`src/rtl/arc4_search_pkg.sv`:
```
// Shared types and defaults for the arc4 key-search sequencer.
package arc4_search_pkg;

    typedef enum logic [2:0] {
        IDLE     = 3'd0,
        CORE_RST = 3'd1,
        WAIT_RDY = 3'd2,
        START    = 3'd3,
        RUN      = 3'd4,
        ADVANCE  = 3'd5,
        FOUND    = 3'd6
    } state_t;

    localparam logic [7:0] CHAR_LO_DEF = 8'h20;
    localparam logic [7:0] CHAR_HI_DEF = 8'h7E;

endpackage

```
`src/rtl/pt_byte_filter.sv`:
```
// Snoops the core's plaintext writes and flags any non-printable byte.
module pt_byte_filter
    import arc4_search_pkg::*;
#(
    parameter logic [7:0] CHAR_LO = CHAR_LO_DEF,
    parameter logic [7:0] CHAR_HI = CHAR_HI_DEF
) (
    input  logic       clk,
    input  logic       rst_n,
    input  logic       clr,
    input  logic       pt_wren,
    input  logic [7:0] pt_addr,
    input  logic [7:0] pt_wrdata,
    output logic       bad
);

    logic bad_now;
    logic bad_q;

    // Address 0 carries the message length, not text.
    assign bad_now = pt_wren && (pt_addr != 8'd0) &&
                     ((pt_wrdata < CHAR_LO) || (pt_wrdata > CHAR_HI));

    always_ff @(posedge clk) begin
        if (!rst_n)       bad_q <= 1'b0;
        else if (clr)     bad_q <= 1'b0;
        else if (bad_now) bad_q <= 1'b1;
    end

    assign bad = bad_now | bad_q;

endmodule

```
`src/rtl/arc4_key_search_ctrl.sv`:
```
// Walks a key range through one arc4 core, aborting attempts on non-printable output.
module arc4_key_search_ctrl
    import arc4_search_pkg::*;
#(
    parameter int         KEY_W      = 24,
    parameter int         RST_CYCLES = 1,
    parameter logic [7:0] CHAR_LO    = CHAR_LO_DEF,
    parameter logic [7:0] CHAR_HI    = CHAR_HI_DEF
) (
    input  logic             clk,
    input  logic             rst_n,
    input  logic             en,
    output logic             rdy,
    input  logic [KEY_W-1:0] key_start,
    input  logic [KEY_W-1:0] key_end,
    input  logic [KEY_W-1:0] key_stride,
    output logic [KEY_W-1:0] key_out,
    output logic             key_valid,
    output logic [KEY_W-1:0] attempt_cnt,
    output logic             core_rst_n,
    output logic             core_en,
    input  logic             core_rdy,
    output logic [KEY_W-1:0] core_key,
    input  logic             pt_wren,
    input  logic [7:0]       pt_addr,
    input  logic [7:0]       pt_wrdata
);

    localparam logic [3:0] RST_LOAD = 4'(RST_CYCLES - 1);

    state_t           state, state_nxt;
    logic [KEY_W-1:0] cur_key, key_end_q, stride_q;
    logic [3:0]       rst_cnt;
    logic             run_first;
    logic             bad;
    logic [KEY_W:0]   sum;
    logic             range_empty, adv_done;

    pt_byte_filter #(.CHAR_LO(CHAR_LO), .CHAR_HI(CHAR_HI)) u_filter (
        .clk       (clk),
        .rst_n     (rst_n),
        .clr       (state == START),
        .pt_wren   (pt_wren),
        .pt_addr   (pt_addr),
        .pt_wrdata (pt_wrdata),
        .bad       (bad)
    );

    // Extra bit catches wrap past the top of the key space.
    assign sum         = {1'b0, cur_key} + {1'b0, stride_q};
    assign adv_done    = sum[KEY_W] || (sum[KEY_W-1:0] > key_end_q);
    assign range_empty = key_start > key_end;

    assign core_rst_n = rst_n & (state != CORE_RST);
    assign core_key   = cur_key;

    always_ff @(posedge clk) begin
        if (!rst_n) state <= IDLE;
        else        state <= state_nxt;
    end

    always_comb begin
        state_nxt = state;
        rdy       = 1'b0;
        core_en   = 1'b0;
        case (state)
            IDLE: begin
                rdy = 1'b1;
                if (en && !range_empty) state_nxt = CORE_RST;
            end
            CORE_RST: if (rst_cnt == 4'd0) state_nxt = WAIT_RDY;
            WAIT_RDY: if (core_rdy) state_nxt = START;
            START: begin
                core_en   = 1'b1;
                state_nxt = RUN;
            end
            // The core still shows its old rdy on the first RUN cycle.
            RUN: begin
                if (bad)                        state_nxt = ADVANCE;
                else if (core_rdy && !run_first) state_nxt = FOUND;
            end
            ADVANCE: state_nxt = adv_done ? IDLE : CORE_RST;
            FOUND:   state_nxt = IDLE;
            default: state_nxt = IDLE;
        endcase
    end

    always_ff @(posedge clk) begin
        if (!rst_n) begin
            cur_key     <= '0;
            key_end_q   <= '0;
            stride_q    <= '0;
            rst_cnt     <= '0;
            run_first   <= 1'b0;
            key_out     <= '0;
            key_valid   <= 1'b0;
            attempt_cnt <= '0;
        end else begin
            case (state)
                IDLE: if (en) begin
                    cur_key     <= key_start;
                    key_end_q   <= key_end;
                    stride_q    <= (key_stride == '0) ? KEY_W'(1) : key_stride;
                    rst_cnt     <= RST_LOAD;
                    key_valid   <= 1'b0;
                    attempt_cnt <= '0;
                end
                CORE_RST: if (rst_cnt != 4'd0) rst_cnt <= rst_cnt - 4'd1;
                START: begin
                    attempt_cnt <= attempt_cnt + KEY_W'(1);
                    run_first   <= 1'b1;
                end
                RUN: run_first <= 1'b0;
                ADVANCE: if (!adv_done) begin
                    cur_key <= sum[KEY_W-1:0];
                    rst_cnt <= RST_LOAD;
                end
                FOUND: begin
                    key_out   <= cur_key;
                    key_valid <= 1'b1;
                end
                default: ;
            endcase
        end
    end

endmodule
```
`config.mk`:
```
export PLATFORM = sky130hd
export DESIGN_NAME = arc4_key_search_ctrl
export DESIGN_NICKNAME = d
export VERILOG_FILES = /design/src/rtl/arc4_search_pkg.sv /design/src/rtl/pt_byte_filter.sv /design/src/rtl/arc4_key_search_ctrl.sv
export SDC_FILE = /design/constraint.sdc
export NUM_CORES = 1
export LEC_CHECK = 0
export CAP_MARGIN = 20
export CELL_PAD_IN_SITES_DETAIL_PLACEMENT = 1
export CELL_PAD_IN_SITES_GLOBAL_PLACEMENT = 1
export CORE_MARGIN = 4
export CORE_UTILIZATION = 40
export DETAILED_ROUTE_END_ITERATION = 16
export PLACE_DENSITY = 0.87
export SYNTH_ARGS = -nofsm -noshare
export SYNTH_HDL_FRONTEND = slang
export SYNTH_SLANG_ARGS = --single-unit
```
`constraint.sdc`:
```
create_clock -name clk -period 6.9 [get_ports clk]
set_input_delay 1.035 -clock clk [delete_from_list [all_inputs] [get_ports clk]]
set_output_delay 1.035 -clock clk [all_outputs]
set_load 0.01 [all_outputs]
```
==> impl_metrics.env <==
export IMPL_seqCellArea_sq_um=2600
export IMPL_crit_start="core_key[0]"
export IMPL_post_cts_buffers=0
export IMPL_drive_above_1_share_pct=5.38
export IMPL_die_area_sq_um=21600
export IMPL_gp_congestion=0.896
export IMPL_postSynthAreaPerCell_sq_um=7.63
export IMPL_io_pins=169
export IMPL_hold_viol=0
export IMPL_critical_path_class="reg2reg"
export IMPL_grt_pass1_wl_mm=43.5
export IMPL_fin_crit_ns=5.04
export IMPL_first_global_vias=8072
export IMPL_multi_input_area_sq_um=4680
export IMPL_slew_headroom_pct=31.1
export IMPL_cp_start_kind="register"
export IMPL_ys_warn_count=0
export IMPL_clkSlewWorstSetupHoldPaths_ns=0.06
export IMPL_status="finished clean"
export IMPL_fin_cells=1430
export IMPL_cp_end_kind="register"
export IMPL_via_count=7953
export IMPL_synth_nets=1179
export IMPL_wl_per_cell_um=18.9
export IMPL_clock_skew_ns=0.0108
export IMPL_synthCells=1010
export IMPL_peakVddDrop_mv=0.170
export IMPL_tns_ns=0
export IMPL_dp_cells=1397
export IMPL_port_buffers=168
export IMPL_cts_tree="done"
export IMPL_ant_nets=0
export IMPL_grt_max_degree=84
export IMPL_synthFlopType="dfxtp_1"
export IMPL_synth_seq_cells=130
export IMPL_vias_per_cell=5.56
export IMPL_overflow=0
export IMPL_rsz0062_at_grt="false"
export IMPL_fin_nets=1326
export IMPL_stdcell_area_sq_um=10200
export IMPL_die_h_um=147
export IMPL_root_buffer="clkbuf_16"
export IMPL_critPathRequiredTime_ns=7.22
export IMPL_final_fill_count=2296
export IMPL_track_usage_pct=24.9
export IMPL_ys_types=61
export IMPL_arrival_ns=5.36
export IMPL_pwr_density_cell_nw_per_um2=312
export IMPL_worstHoldStart="key_out[16]"
export IMPL_worst_hold_path_type="reg2reg"
export IMPL_place_detailed_hpwl_mm=19.9
export IMPL_async_reset_ff_share_pct=0
export IMPL_drc=0
export IMPL_fp_row_count=50
export IMPL_drt_iter0_drc=411
export IMPL_die_x_um=147
export IMPL_cts_sinks=130
export IMPL_tightest_slew_ns=1.03
export IMPL_cts_buffers_inserted=17
export IMPL_n_antenna_cell=0
export IMPL_firstDrtPassIters=7
export IMPL_fin_crit_sh_pct=73.0
export IMPL_cts_hold_fix_buffers=0
export IMPL_r2r_start="core_key[0]"
export IMPL_setup_viol=0
export IMPL_p_leak_nw=4.16
export IMPL_synth_seq_area_share_pct=33.8
export IMPL_power_mw=3.18
export IMPL_fmax_ghz=0.198
export IMPL_synth_edf_count=0
export IMPL_min_path_cells=2
export IMPL_synth_cell_area_sq_um=7710
export IMPL_antenna_found_initial=0
export IMPL_initial_utilization_pct=40.9
export IMPL_wl_mm=27.0
export IMPL_area_delta_synth_final_pct=32.4
export IMPL_drv_cap=0
export IMPL_finalMaxSlewViolations=0
export IMPL_r2r_cells=20
export IMPL_post_cts_resized=0
export IMPL_clk_path_buf_depth=2
export IMPL_cts_max_level=4
export IMPL_placed_area_sq_um=9580
export IMPL_insertion_delay_ns=0.43
export IMPL_crit_fanout=23
export IMPL_core_sq_um=18800
[where the power goes]
part           internal (mW)  switching (mW)  leakage (nW)  total, mW
clock network          0.588           0.360         0.297      0.948
logic                  0.520           0.743          2.80       1.26
registers              0.857           0.110          1.06      0.968
[final cells by class]
cell class,count,area share [%]
Clock buffer,20,4.48
Clock inverter,12,1.52
Inverter,64,2.37
Multi-Input combinational cell,769,45.9
Sequential cell,130,25.5
Tap cell,260,3.19
Timing Repair Buffer,175,17.1
[layout by cell type, fill, tap and decap left out, types with 8 or more instances in the layout]
| master | n |
|---|---|
| nand2_1 | 216 |
| nor2_1 | 58 |
| dfxtp_1 | 130 |
| or2_2 | 9 |
| nor3_1 | 9 |
| a311oi_1 | 14 |
| a211oi_1 | 9 |
| and3_1 | 8 |
| ha_1 | 75 |
| clkdlybuf4s50_1 | 168 |
| o21ai_0 | 42 |
| a21o_1 | 25 |
| a31oi_1 | 21 |
| nor4_1 | 13 |
| a21oi_1 | 117 |
| xnor2_1 | 13 |
| clkbuf_16 | 17 |
| nand4_1 | 24 |
| inv_1 | 63 |
| nand3_1 | 18 |
[worst max-delay path, cell delays in order, from the launching register on]
cell and delay (ns):
dfxtp_1 0.33, ha_1 0.24, fa_1 0.40, a21o_1 0.19
a221o_1 0.37, o211ai_2 0.22, o21ai_2 0.11, nor2_1 0.24
o21ai_0 0.15, xor2_1 0.17, ha_1 0.29, nand4_1 0.14
nor3_1 0.29, nand2_1 0.12, o31a_1 0.12, a311o_1 0.39
o21ai_2 0.29, buf_8 0.23, buf_4 0.28, nor2_1 0.07
a311oi_1 0.28
[cells by family (layout without fill, tap and decap cells)]
family / count (synthesis) / in the layout / synth area share, %
AO/OA/AOI/OAI: 273 / 273 / 21.9
XOR/XNOR: 19 / 19 / 2.16
adder cells (fa/ha/maj): 76 / 76 / 12.4
buffers and inverters: 111 / 271 / 5.57
flip-flops: 130 / 130 / 33.8
multiplexers: 10 / 10 / 1.41
AND/OR/NAND/NOR: 391 / 391 / 22.8
[Yosys cell counts, types with 2 or more instances]
library cell | n | area (sq um)
nand2_1 | 217 | 815
dfxtp_1 | 130 | 2600
a21oi_1 | 117 | 586
ha_1 | 75 | 938
inv_1 | 64 | 240
nor2_1 | 58 | 218
o21ai_0 | 42 | 210
clkbuf_1 | 37 | 139
a21o_1 | 25 | 188
nand4_1 | 24 | 150
a31oi_1 | 21 | 131
nand3_1 | 18 | 90.1
a311oi_1 | 14 | 123
nor4_1 | 13 | 81.3
xnor2_1 | 13 | 114
a211oi_1 | 9 | 67.6
nor3_1 | 9 | 45.0
or2_2 | 9 | 56.3
and3_1 | 8 | 50.1
buf_2 | 7 | 35.0
mux2_2 | 7 | 78.8
nor2b_1 | 7 | 43.8
o211ai_1 | 7 | 52.6
o21a_1 | 7 | 52.6
or3_1 | 7 | 43.8
and4_1 | 6 | 52.6
xor2_1 | 6 | 52.6
and2_1 | 3 | 18.8
mux2i_1 | 3 | 30.0
nand2b_1 | 3 | 18.8
nand3b_1 | 3 | 22.5
o211a_1 | 3 | 30.0
o311a_1 | 3 | 30.0
a2111oi_0 | 2 | 17.5
buf_1 | 2 | 7.51
nor3b_1 | 2 | 15.0
o21ai_1 | 2 | 10.0
o21bai_1 | 2 | 15.0
o22a_1 | 2 | 17.5
o31ai_1 | 2 | 15.0
[metrics by stage]
stage / hold WS [ns] / worst slack (ns) / util (%)
after CTS: 0.457 / 1.44 / 54.1
after global placement: 0.443 / 1.73 / 50.9
after detailed placement: 0.447 / 1.42 / 50.9
final: 0.453 / 1.86 / 54.2
after floorplan: 0.436 / 2.72 / -
after global routing: 0.478 / 1.49 / 54.2
[routing by layer]
metal  track usage, %  part of all wire [%]
met4             8.09                   1.8
met1             34.0                    46
met3             3.49                   5.0
met5                0                     0
met2             40.8                    47
[path summary, 6_finish.rpt]
check	end	slack (ns)
setup / recovery	core_key[7]	1.86
hold / removal	key_out[16]	0.45
setup reg to reg	core_key[7]	1.86
hold reg to reg	key_out[16]	0.45
[registers in the layout, indices dropped and copies added (netlist names)]
register and flops:
key_end_q 24, run_first 1, rst_cnt 4, core_key 24
key_valid 1, stride_q 24, state 3, key_out 24
u_filter.bad_q 1, attempt_cnt 24
Power figures use the tool's default switching activity.
==> patch: new RTL, config.mk and constraints unchanged <==
The parameter `KEY_W` goes from 24 to 36.
--- a/src/rtl/arc4_key_search_ctrl.sv
+++ b/src/rtl/arc4_key_search_ctrl.sv
@@ -4,3 +4,3 @@
 #(
-    parameter int         KEY_W      = 24,
+    parameter int         KEY_W      = 36,
     parameter int         RST_CYCLES = 1,
Ports: changed (6 resized); port bits go from 169 to 241. No check against the original RTL was run, so the function may have changed too.
==> patch against the unedited design <==
- sequential cell count increased by 60
- setup slack worse by 0.75 ns
- cell area grew 46%
- first-iteration DRC count rose by 62%
- synthesized cell count is 52% higher
- area after synthesis rose by 51%
- global-route usage is 1.3 points higher
- power up 33%
- utilization decreased by 2.2 points
- wire length grew 58%
- sequential power grew 44%
- non-clock buffer count up 74
- critical endpoint is now core_key[21]$_SDFFE_PN0P_
- largest power group unchanged
==> patch: results (changes against the unedited design) <==
Place:
- The quantity of I/O buffers inserted on ports is 240 (+43%).
- The worst slack after detailed placement came to 1.276 ns (-0.1465 ns).
- The standard cell area after detailed placement is 14300 um^2 (+49%).

STA:
- The final clock skew came to 0.01394 ns (+0.003167 ns).
- The worst slew slack as a fraction of its limit came to 0.3046 (-0.006034).
- The final-layout worst hold slack is 0.4546 ns (+0.001723 ns).

Logic synthesis:
- Sorting the synthesized cells by how often they occur yields nand2_1, a21oi_1, dfxtp_1, ha_1, inv_1.
- The count of cell types in the netlist came to 79 (+30%).
- The sequential share of the synthesized area is 0.3266 (-0.01112).
- The mux share of post-synthesis cell area is 0.01644 (+0.002312).
- The xor/xnor cell area share of the yosys netlist was 0.02256 (+0.0009668).
- The post-synthesis average cell area is 7.572 um^2 (-0.75%).
- The fraction of the mapped netlist area in compound gates is 0.2200 (+0.001484).

Clock tree:
- The clock-pin slew on the worst setup and hold paths is 0.09 ns (+0.03 ns).
- The clock insertion delay at the later pin of the skew report is 0.45 ns (+0.02 ns).

Power and ir drop:
- The power of the clock network is 1.05 mW (+11%).
- The sequential group power is 1.39 mW (+44%).
- The clock network power share was 0.247 (-0.051).

Worst setup path:
- The delay contributed by the slowest stage of the critical path came to 0.49 ns (+0.09 ns).
- The arrival time of the worst setup path is 6.13 ns (+0.77 ns).
- The worst flop-to-flop path startpoint is core_key[16]$_SDFFE_PN0P_.
- The top fanout value on the critical path is 54 (+130%).

Outcome:
- The flow ran to the end, and the final reports show no timing, DRC or antenna violations.

Routing:
- The starting DRC count in detailed routing was 665 (+62%).
- The detailed-routing iteration count for the pre-antenna-repair pass is 5 (-2).
- The highest layer touched by signal routing is met5.
- The routed length on met1 is 18220 um (+46%).
- The total detailed-routing wirelength came to 42670 um (+58%).

Global routing:
- The pin count of the biggest net entering global routing is 96 (+14%).
- The routing usage on met1 is 0.3292 (-0.01100).
- The via count of the first global-routing pass came to 12370 (+53%).
- The global-route usage over all layers was 0.2628 (+0.01341).

Hold path:
- In this run the most critical hold path is launched from key_out[2]$_SDFFE_PN0P_.
- The worst min-delay path endpoint is key_out[2]$_SDFFE_PN0P_.

Cells and area:
- The share of final-layout standard cells stronger than drive strength 1 is 0.04765 (-0.006200).
patch: cell count changes after synthesis, moves of 27 or more:
| cell | before | now |
|---|---|---|
| inv_1 | 64 | 93 |
| dfxtp_1 | 130 | 190 |
| ha_1 | 75 | 111 |
| nand2_1 | 217 | 328 |
| nor2_1 | 58 | 87 |
| a21oi_1 | 117 | 200 |
| nand3_1 | 18 | 45 |
patch: cell type report:
class                   count  area, um^2
repair buffers            249        2482
multi-input cells        1176        7174
well taps                 384       480.5
inverters                  95       359.1
clock buffers              17       425.4
flip-flops and latches    190        3804
clock inverters            15       206.4
fillers                  3553       13770
patch: worst max-delay path by stage:
stage,startpoint,endpoint,slack [ns],cells after the start
after global routing,core_key[16]$_SDFFE_PN0P_,core_key[8]$_SDFFE_PN0P_,0.91,20
after floorplan,core_key[0]$_SDFFE_PN0P_,rst_cnt[1]$_SDFFE_PN0P_,2.15,23
after detailed placement,core_key[16]$_SDFFE_PN0P_,core_key[8]$_SDFFE_PN0P_,1.28,20
after global placement,core_key[0]$_SDFFE_PN0P_,core_key[12]$_SDFFE_PN0P_,1.59,20
after CTS,core_key[16]$_SDFFE_PN0P_,core_key[8]$_SDFFE_PN0P_,1.22,20
final,core_key[16]$_SDFFE_PN0P_,core_key[21]$_SDFFE_PN0P_,1.11,20
patch: worst register-to-register path, stage by stage (launching register included):
cell       delay [ns]
dfxtp_1          0.35
ha_1             0.41
and2_1           0.23
a21oi_1          0.16
nor3b_1          0.22
o211ai_1         0.23
a221oi_2         0.49
o21ai_1          0.29
a41oi_1          0.33
xnor2_1          0.20
ha_1             0.32
a21oi_1          0.17
nor2_1           0.07
a2111oi_0        0.49
nand3_1          0.14
a211oi_1         0.30
o21ai_2          0.15
o21ai_4          0.43
buf_12           0.32
nor2_1           0.10
a311oi_1         0.30
